===== config.mk =====
export PLATFORM = sky130hd
export DESIGN_NAME = line_clear_ctrl_flat
export DESIGN_NICKNAME = d
export VERILOG_FILES = /design/src/rtl/tetris_pkg.sv /design/src/rtl/line_clear_ctrl_if.sv /design/src/rtl/lc_row_detect.sv /design/src/rtl/line_clear_ctrl.sv /design/src/flat_wrapper.sv
export SDC_FILE = /design/constraint.sdc
export NUM_CORES = 1
export LEC_CHECK = 0
export CAP_MARGIN = 20
export CELL_PAD_IN_SITES_DETAIL_PLACEMENT = 1
export CELL_PAD_IN_SITES_GLOBAL_PLACEMENT = 2
export CORE_AREA = 4 4 279 349
export CTS_CLUSTER_DIAMETER = 100
export CTS_CLUSTER_SIZE = 16
export DETAILED_ROUTE_END_ITERATION = 16
export DIE_AREA = 0 0 283 353
export GPL_TIMING_DRIVEN = 0
export PLACE_DENSITY_LB_ADDON = 0.15
export SETUP_SLACK_MARGIN = 0.4
export SLEW_MARGIN = 10
export SYNTH_ARGS = -nofsm -noshare
export SYNTH_HDL_FRONTEND = slang
export SYNTH_SLANG_ARGS = --single-unit

===== constraint.sdc =====
create_clock -name clk -period 5.9 [get_ports clk]
set_input_delay 1.18 -clock clk [delete_from_list [all_inputs] [get_ports clk]]
set_output_delay 1.18 -clock clk [all_outputs]
set_load 0.01 [all_outputs]

===== src/rtl/tetris_pkg.sv =====
`default_nettype none
// ============================================================================
//  Module      : tetris_pkg
//  Description : Shared board geometry, line-clear controller state encoding,
//                score table and small helper functions.
//  Revision    : 1.0 - initial release
// ============================================================================
package tetris_pkg;

    localparam int BOARD_ROWS  = 20;
    localparam int BOARD_COLS  = 10;
    localparam int BOARD_CELLS = 200;

    typedef enum logic [2:0] {
        ST_IDLE      = 3'd0,
        ST_SCAN      = 3'd1,
        ST_FLASH_ON  = 3'd2,
        ST_FLASH_OFF = 3'd3,
        ST_COLLAPSE  = 3'd4,
        ST_DONE      = 3'd5
    } lc_state_t;

    // Points awarded for 1, 2, 3 and 4-or-more rows cleared at once.
    localparam logic [15:0] SCORE_L1 = 16'd1;
    localparam logic [15:0] SCORE_L2 = 16'd3;
    localparam logic [15:0] SCORE_L3 = 16'd5;
    localparam logic [15:0] SCORE_L4 = 16'd8;

    function automatic logic [15:0] score_add(input logic [4:0] n);
        logic [15:0] v;
        case (n)
            5'd0:    v = 16'd0;
            5'd1:    v = SCORE_L1;
            5'd2:    v = SCORE_L2;
            5'd3:    v = SCORE_L3;
            default: v = SCORE_L4;
        endcase
        return v;
    endfunction

    // Widen a per-row flag mask to a per-cell mask (all columns of a row).
    function automatic logic [BOARD_CELLS-1:0] expand_rows(input logic [BOARD_ROWS-1:0] m);
        logic [BOARD_CELLS-1:0] v;
        v = '0;
        for (int r = 0; r < BOARD_ROWS; r++) begin
            v[r*BOARD_COLS +: BOARD_COLS] = {BOARD_COLS{m[r]}};
        end
        return v;
    endfunction

endpackage
`default_nettype wire


===== src/rtl/line_clear_ctrl_if.sv =====
`default_nettype none
// ============================================================================
//  Module      : line_clear_ctrl_if
//  Description : Bus between the game core (master) and the line-clear
//                controller (slave).
//                master -> slave : vs, start, board_in
//                slave -> master : flash, board_out, board_we, busy, done,
//                                  lines, score (only with LINE_CLEAR_SCORE_EN)
//  Revision    : 1.0 - initial release
// ============================================================================
interface line_clear_ctrl_if;
    import tetris_pkg::*;

    logic                   vs;
    logic                   start;
    logic [BOARD_CELLS-1:0] board_in;
    logic [BOARD_CELLS-1:0] flash;
    logic [BOARD_CELLS-1:0] board_out;
    logic                   board_we;
    logic                   busy;
    logic                   done;
    logic [4:0]             lines;
`ifdef LINE_CLEAR_SCORE_EN
    logic [15:0]            score;
`endif

`ifdef LINE_CLEAR_SCORE_EN
    modport master (output vs, start, board_in,
                    input  flash, board_out, board_we, busy, done, lines, score);
    modport slave  (input  vs, start, board_in,
                    output flash, board_out, board_we, busy, done, lines, score);
`else
    modport master (output vs, start, board_in,
                    input  flash, board_out, board_we, busy, done, lines);
    modport slave  (input  vs, start, board_in,
                    output flash, board_out, board_we, busy, done, lines);
`endif

endinterface
`default_nettype wire


===== src/rtl/lc_row_detect.sv =====
`default_nettype none
// ============================================================================
//  Module      : lc_row_detect
//  Description : Combinational full-row detector.
//                i_board      : 200-bit occupancy, bit row*10+col
//                o_full_mask  : bit r set when all 10 cells of row r are set
//                o_full_count : number of set bits in o_full_mask
//  Revision    : 1.0 - initial release
// ============================================================================
module lc_row_detect
    import tetris_pkg::*;
(
    input  logic [BOARD_CELLS-1:0] i_board,
    output logic [BOARD_ROWS-1:0]  o_full_mask,
    output logic [4:0]             o_full_count
);

    for (genvar r = 0; r < BOARD_ROWS; r++) begin : g_row
        assign o_full_mask[r] = &i_board[r*BOARD_COLS +: BOARD_COLS];
    end

    always_comb begin
        o_full_count = '0;
        for (int r = 0; r < BOARD_ROWS; r++) begin
            o_full_count = o_full_count + {4'd0, o_full_mask[r]};
        end
    end

endmodule
`default_nettype wire


===== src/rtl/line_clear_ctrl.sv =====
`default_nettype none
// ============================================================================
//  Module      : line_clear_ctrl
//  Description : Tetris line-clear sequencer. On start it latches the board,
//                finds full rows, blinks them BLINKS times (FLASH_FRAMES
//                frames per phase, frames counted on vs falling edges),
//                collapses the board in 21 cycles and strobes the result.
//  Ports       : clk  - 25 MHz clock, rising edge
//                clrn - asynchronous active-low reset
//                bus  - line_clear_ctrl_if.slave (vs, start, board_in in;
//                       flash, board_out, board_we, busy, done, lines out)
//  Options     : LINE_CLEAR_SCORE_EN - adds saturating 16-bit score output
//  Revision    : 1.0 - initial release
// ============================================================================
module line_clear_ctrl
    import tetris_pkg::*;
#(
    parameter int unsigned FLASH_FRAMES = 8,
    parameter int unsigned BLINKS       = 3
) (
    input  logic             clk,
    input  logic             clrn,
    line_clear_ctrl_if.slave bus
);

    localparam logic [7:0] C_FRAME_LAST = 8'(FLASH_FRAMES - 1);
    localparam logic [4:0] C_BLINKS     = 5'(BLINKS);
    localparam logic [4:0] C_LAST_ROW   = 5'(BOARD_ROWS - 1);

    lc_state_t              state_q,     state_d;
    logic                   vs_q,        vs_d;
    logic [BOARD_CELLS-1:0] board_q,     board_d;
    logic [BOARD_CELLS-1:0] board_out_q, board_out_d;
    logic [BOARD_CELLS-1:0] flash_q,     flash_d;
    logic [BOARD_ROWS-1:0]  mask_q,      mask_d;
    logic [4:0]             lines_q,     lines_d;
    logic [7:0]             frame_q,     frame_d;
    logic [3:0]             blink_q,     blink_d;
    logic [4:0]             cyc_q,       cyc_d;
    logic [4:0]             dst_q,       dst_d;
    logic                   board_we_q,  board_we_d;
    logic                   done_q,      done_d;
    logic                   busy_q,      busy_d;
`ifdef LINE_CLEAR_SCORE_EN
    logic [15:0]            score_q,     score_d;
    logic [16:0]            w_score_sum;
`endif

    logic                   w_tick;
    logic                   w_phase_end;
    logic [4:0]             w_blink_nx;
    logic [4:0]             w_src;
    logic [BOARD_COLS-1:0]  w_src_row;
    logic [BOARD_ROWS-1:0]  w_det_mask;
    logic [4:0]             w_det_count;

    lc_row_detect u_row_detect (
        .i_board      (board_q),
        .o_full_mask  (w_det_mask),
        .o_full_count (w_det_count)
    );

    // vs is active-low: a frame starts when it drops.
    assign w_tick      = vs_q & ~bus.vs;
    assign w_phase_end = w_tick && (frame_q == C_FRAME_LAST);
    assign w_blink_nx  = {1'b0, blink_q} + 5'd1;
    // Collapse walks rows bottom-up; the clear cycle never uses w_src.
    assign w_src       = (cyc_q < 5'(BOARD_ROWS)) ? (C_LAST_ROW - cyc_q) : 5'd0;

    always_comb begin
        w_src_row = '0;
        for (int r = 0; r < BOARD_ROWS; r++) begin
            if (5'(r) == w_src) begin
                w_src_row = board_q[r*BOARD_COLS +: BOARD_COLS];
            end
        end
    end

`ifdef LINE_CLEAR_SCORE_EN
    assign w_score_sum = {1'b0, score_q} + {1'b0, score_add(lines_q)};
`endif

    always_comb begin
        state_d     = state_q;
        vs_d        = bus.vs;
        board_d     = board_q;
        board_out_d = board_out_q;
        mask_d      = mask_q;
        lines_d     = lines_q;
        frame_d     = frame_q;
        blink_d     = blink_q;
        cyc_d       = cyc_q;
        dst_d       = dst_q;
`ifdef LINE_CLEAR_SCORE_EN
        score_d     = score_q;
`endif

        case (state_q)
            ST_IDLE: begin
                if (bus.start) begin
                    board_d = bus.board_in;
                    state_d = ST_SCAN;
                end
            end

            ST_SCAN: begin
                mask_d  = w_det_mask;
                lines_d = w_det_count;
                frame_d = '0;
                blink_d = '0;
                if (w_det_count == 5'd0) begin
                    board_out_d = board_q;
                    state_d     = ST_DONE;
                end else begin
                    state_d = ST_FLASH_ON;
                end
            end

            ST_FLASH_ON: begin
                if (w_phase_end) begin
                    frame_d = '0;
                    state_d = ST_FLASH_OFF;
                end else if (w_tick) begin
                    frame_d = frame_q + 8'd1;
                end
            end

            ST_FLASH_OFF: begin
                if (w_phase_end) begin
                    frame_d = '0;
                    blink_d = w_blink_nx[3:0];
                    if (w_blink_nx < C_BLINKS) begin
                        state_d = ST_FLASH_ON;
                    end else begin
                        cyc_d   = '0;
                        dst_d   = C_LAST_ROW;
                        state_d = ST_COLLAPSE;
                    end
                end else if (w_tick) begin
                    frame_d = frame_q + 8'd1;
                end
            end

            ST_COLLAPSE: begin
                if (cyc_q < 5'(BOARD_ROWS)) begin
                    cyc_d = cyc_q + 5'd1;
                    // Surviving rows move down in place; dst never falls
                    // below src, so a row is read before it can be overwritten.
                    if (!mask_q[w_src]) begin
                        for (int r = 0; r < BOARD_ROWS; r++) begin
                            if (5'(r) == dst_q) begin
                                board_d[r*BOARD_COLS +: BOARD_COLS] = w_src_row;
                            end
                        end
                        dst_d = dst_q - 5'd1;
                    end
                end else begin
                    // At least one row was full, so dst is a valid row here.
                    for (int r = 0; r < BOARD_ROWS; r++) begin
                        if (5'(r) <= dst_q) begin
                            board_d[r*BOARD_COLS +: BOARD_COLS] = '0;
                        end
                    end
                    board_out_d = board_d;
                    state_d     = ST_DONE;
                end
            end

            ST_DONE: begin
                state_d = ST_IDLE;
`ifdef LINE_CLEAR_SCORE_EN
                score_d = w_score_sum[16] ? 16'hFFFF : w_score_sum[15:0];
`endif
            end

            default: state_d = ST_IDLE;
        endcase

        // Outputs are registered against the next state so they line up
        // with the state they describe.
        busy_d     = (state_d != ST_IDLE);
        done_d     = (state_d == ST_DONE);
        board_we_d = (state_d == ST_DONE) && (lines_d != 5'd0);
        flash_d    = (state_d == ST_FLASH_ON) ? expand_rows(mask_d) : '0;
    end

    always_ff @(posedge clk or negedge clrn) begin
        if (!clrn) begin
            state_q     <= ST_IDLE;
            vs_q        <= 1'b1;
            board_q     <= '0;
            board_out_q <= '0;
            flash_q     <= '0;
            mask_q      <= '0;
            lines_q     <= '0;
            frame_q     <= '0;
            blink_q     <= '0;
            cyc_q       <= '0;
            dst_q       <= '0;
            board_we_q  <= 1'b0;
            done_q      <= 1'b0;
            busy_q      <= 1'b0;
`ifdef LINE_CLEAR_SCORE_EN
            score_q     <= '0;
`endif
        end else begin
            state_q     <= state_d;
            vs_q        <= vs_d;
            board_q     <= board_d;
            board_out_q <= board_out_d;
            flash_q     <= flash_d;
            mask_q      <= mask_d;
            lines_q     <= lines_d;
            frame_q     <= frame_d;
            blink_q     <= blink_d;
            cyc_q       <= cyc_d;
            dst_q       <= dst_d;
            board_we_q  <= board_we_d;
            done_q      <= done_d;
            busy_q      <= busy_d;
`ifdef LINE_CLEAR_SCORE_EN
            score_q     <= score_d;
`endif
        end
    end

    assign bus.flash     = flash_q;
    assign bus.board_out = board_out_q;
    assign bus.board_we  = board_we_q;
    assign bus.busy      = busy_q;
    assign bus.done      = done_q;
    assign bus.lines     = lines_q;
`ifdef LINE_CLEAR_SCORE_EN
    assign bus.score     = score_q;
`endif

endmodule
`default_nettype wire


===== src/flat_wrapper.sv =====
// flat-port wrapper written by rule: the top's interface ports become plain ports
module line_clear_ctrl_flat import tetris_pkg::*;
#(
    parameter int unsigned FLASH_FRAMES = 8,
    parameter int unsigned BLINKS       = 3
)
  (clk, clrn, bus_vs, bus_start, bus_board_in, bus_flash, bus_board_out, bus_board_we, bus_busy, bus_done, bus_lines);
  line_clear_ctrl_if bus_i ();
  input  logic clk;
  input  logic clrn;
  input wire logic [$bits(bus_i.vs)-1:0] bus_vs;
  input wire logic [$bits(bus_i.start)-1:0] bus_start;
  input wire logic [$bits(bus_i.board_in)-1:0] bus_board_in;
  output wire logic [$bits(bus_i.flash)-1:0] bus_flash;
  output wire logic [$bits(bus_i.board_out)-1:0] bus_board_out;
  output wire logic [$bits(bus_i.board_we)-1:0] bus_board_we;
  output wire logic [$bits(bus_i.busy)-1:0] bus_busy;
  output wire logic [$bits(bus_i.done)-1:0] bus_done;
  output wire logic [$bits(bus_i.lines)-1:0] bus_lines;
  assign bus_i.vs = bus_vs;
  assign bus_i.start = bus_start;
  assign bus_i.board_in = bus_board_in;
  assign bus_flash = bus_i.flash;
  assign bus_board_out = bus_i.board_out;
  assign bus_board_we = bus_i.board_we;
  assign bus_busy = bus_i.busy;
  assign bus_done = bus_i.done;
  assign bus_lines = bus_i.lines;
  line_clear_ctrl #(.FLASH_FRAMES(FLASH_FRAMES), .BLINKS(BLINKS)) u_core (.clk(clk), .clrn(clrn), .bus(bus_i));
endmodule

==> impl_metrics.toml <==
[synth]
synth_top_area_cell = "dfrtp_1"
syn_nets = 3053
synth_top_area_share_pct = 47.0
yosysWarningCount = 0
synth_top_flop_cell = "dfrtp_1"
synth_edf_count = 0
avgSynthCellArea_um2 = 8.93
ys_seq_elements = 474
yosysSeqAreaShare_pct = 47.2
postSynthCellCount = 2818
synth-async-reset-ratio_pct = 100
yosys-top-cells-area = "dfrtp_1 47%, nand2_1 9.6%, o21ai_0 5.6%, buf_4 5.5%, a21oi_1 3.1%"
synth.distinct_cells = 84
synth_area_um2 = 25200

[floorplan]
fp.coreArea_um2 = 94100
start_util_pct = 26.7
die_area_um2 = 99900
fp.dieH_um = 353
io_pins = 612
row_count = 126
die_w_um = 283

[final_layout]
fin_area_um2 = 37900
final_common_cell = "clkdlybuf4s50_1"
layout_common_cells = "610 x clkdlybuf4s50_1, 483 x nand2_1, 425 x dfrtp_1, 251 x buf_4, 150 x a21oi_1"
post-route-util_pct = 40.3
finalNetCount = 3840
syn_to_final_growth_pct = 50.6
drive_above_1_share_pct = 23.8

[global_route]
grt_max_degree = 102
grt_pass1_wl_mm = 219
antenna_found_initial = 7
gr-total-overflow = 0
grt_pass1_vias = 27800
grt.total_usage_pct = 30.4

[cts]
clkLatencyLatePin_ns = 0.61
htree_num_levels = 2
cts-root-buf = "clkbuf_16"
clock_sinks = 474
cts_made_buffers = 37
cts_buffer_depth = 3
ctsHoldBuffers = 0
clkTransAtPathRegs_ns = 0.09
cts_tree = "done"

[sta]
setup_ws_ns = 0.0470
clock_skew_ns = 0.0344
tightest_slew_ns = 1.26
tns_ns = 0
period_minus_slack_ns = 5.85
maxSlewHeadroom_pct = 16.2
slew_violations = 0
grt_setup_unrepaired = "true"
fmax_mhz = 171
min_period_over_period_pct = 99.2
finalHoldViolations = 0
setup_viol = 0

[drt]
num_vias = 26400
ant_nets = 0
drt_iter0_drc = 2082
routed_wl_mm = 158
drc = 0
wl_per_cell_um = 32.7
dr.pass1.iters = 5
vias_per_cell = 5.45

[placement]
dp_hpwl_mm = 121
place_congestion = 0.971
pre_cts_slack_ns = -1.72
detailed_place.area_um2 = 33100
port_buffers = 611

[setup_path]
critPathCaptureType = "register"
critPathLaunchType = "register"
crit_type = "reg -> reg"
cp.arrival_ns = 6.35
cp_max_fo = 10
cp.required_ns = 6.39
rr_worst_depth = 14

[pwr]
comb_power_share_pct = 54.7
p_sw_share_pct = 45.9
p_int_w = 0.0107
net-switching-power_w = 0.00904
cellPowerDensity_nw_per_um2 = 520
leakagePower_nw = 16.9
peakVddDrop_uv = 230
p_clk_share_pct = 13.3
finalPower_w = 0.0197
p_seq_share_pct = 32.0

[status]
status = "completed"

[job]
drv_cap = 0

[min_path]
hold_class = "reg -> reg"
min_path_cells = 2
## power groups by stage
stage	logic, W	registers, W	clock network (W)
2_1_floorplan	0.00350	0.00573	0
3_3_place_gp	0.00721	0.00623	0
3_5_place_dp	0.00746	0.00624	0
4_1_cts	0.00963	0.00614	0.00267
5_1_grt	0.0114	0.00641	0.00280
6_report	0.0108	0.00630	0.00262
## through the flow
step           cells  hold WS, ns
3_5_place_dp    4667        0.472
3_3_place_gp    4645        0.473
2_1_floorplan   2818        0.447
5_1_grt         4836        0.513
4_1_cts         4806        0.485
6_report        4839        0.489
## cell usage after synthesis (all sizes together), types with 5 or more instances
cell,instances
fa,14
o21ai,299
ha,17
o211ai,9
a221oi,12
inv,36
nand3,23
o31ai,7
mux2,6
o21a,12
mux2i,14
buf,238
and3,55
a31oi,15
clkbuf,117
xnor2,7
a21o,16
nand2b,16
o32ai,5
a211o,7
dfrtp,473
o22ai,16
a22o,85
nand4,42
a221o,44
a21oi,156
nor3b,5
a2111oi,10
nand2,645
nor2b,14
a211oi,9
nor3,55
nor2,128
o2bb2ai,82
xor2,9
or2,7
o221ai,11
and2,7
or3,15
a22oi,17
nor4,7
## final timing paths
path | slack (ns) | to | start
max in group asynchronous | 4.03 | u_core.board_q[117] | clrn
max | 0.05 | u_core.board_q[51] | u_core.cyc_q[2]
max reg2reg | 0.05 | u_core.board_q[51] | u_core.cyc_q[2]
min in group asynchronous | 0.52 | u_core.bus.board_out[25] | clrn
min reg2reg | 0.49 | u_core.bus.board_out[20] | u_core.bus.board_out[20]
min | 0.49 | u_core.bus.board_out[20] | u_core.bus.board_out[20]
## critical path, stage by stage, from the launching register on
cell and delay (ns):
dfrtp_1 0.40, buf_4 0.20, buf_2 0.26, inv_1 0.14, ha_1 0.22, buf_2 0.20, and4_1 0.27, nor3_2 0.83
a21oi_1 0.33, a221o_1 0.50, a41oi_1 0.55, o21a_1 0.75, clkbuf_2 0.60, o21ai_0 0.22, a22o_1 0.23
## area by class of cell
| cell class | count | area, um2 |
|---|---|---|
| fillers | 10600 | 56200 |
| diodes | 3 | 7.51 |
| plain buffers | 355 | 2760 |
| flip-flops and latches | 474 | 11900 |
| repair buffers | 748 | 7750 |
| clock inverters | 6 | 83.8 |
| clock buffers | 48 | 1020 |
| well taps | 1216 | 1520 |
| inverters | 36 | 135 |
| multi-input cells | 1953 | 12700 |
## metal layers
layer	track usage, %	part of all wire, %
met1	38.1	40
met2	52.0	49
met3	5.12	6.1
met4	12.2	4.9
met5	0	0.020
## timing repair
action	4_1_cts	5_1_grt
gates cloned	22	7
pin swaps	140	47
hold endpoints to repair	0	0
resized for setup	482	410
setup buffers	63	19
endpoints found under the setup margin	293	320
## kinds of logic after synthesis
kind of cell	after synthesis	share of synthesized area (%)
AO/OA/AOI/OAI	848	22.6
XOR/XNOR	16	0.557
adder cells (fa/ha/maj)	31	1.96
buffers and inverters	391	8.87
flip-flops	474	47.2
multiplexers	21	0.915
AND/OR/NAND/NOR	1037	18.0
## flip-flops by register name, indices dropped and copies added, names as in the netlist
register and cells:
u_core.mask_q 20, u_core.frame_q 8, u_core.cyc_q 5, u_core.blink_q 4, u_core.bus.lines 5, u_core.board_q 200, u_core.bus.busy 1, u_core.bus.flash 20
u_core.bus.board_out 200, u_core.state_q 3, u_core.vs_q 1, u_core.dst_q 5, u_core.bus.board_we 1, u_core.bus.done 1
(Power assumes the default switching activity.)
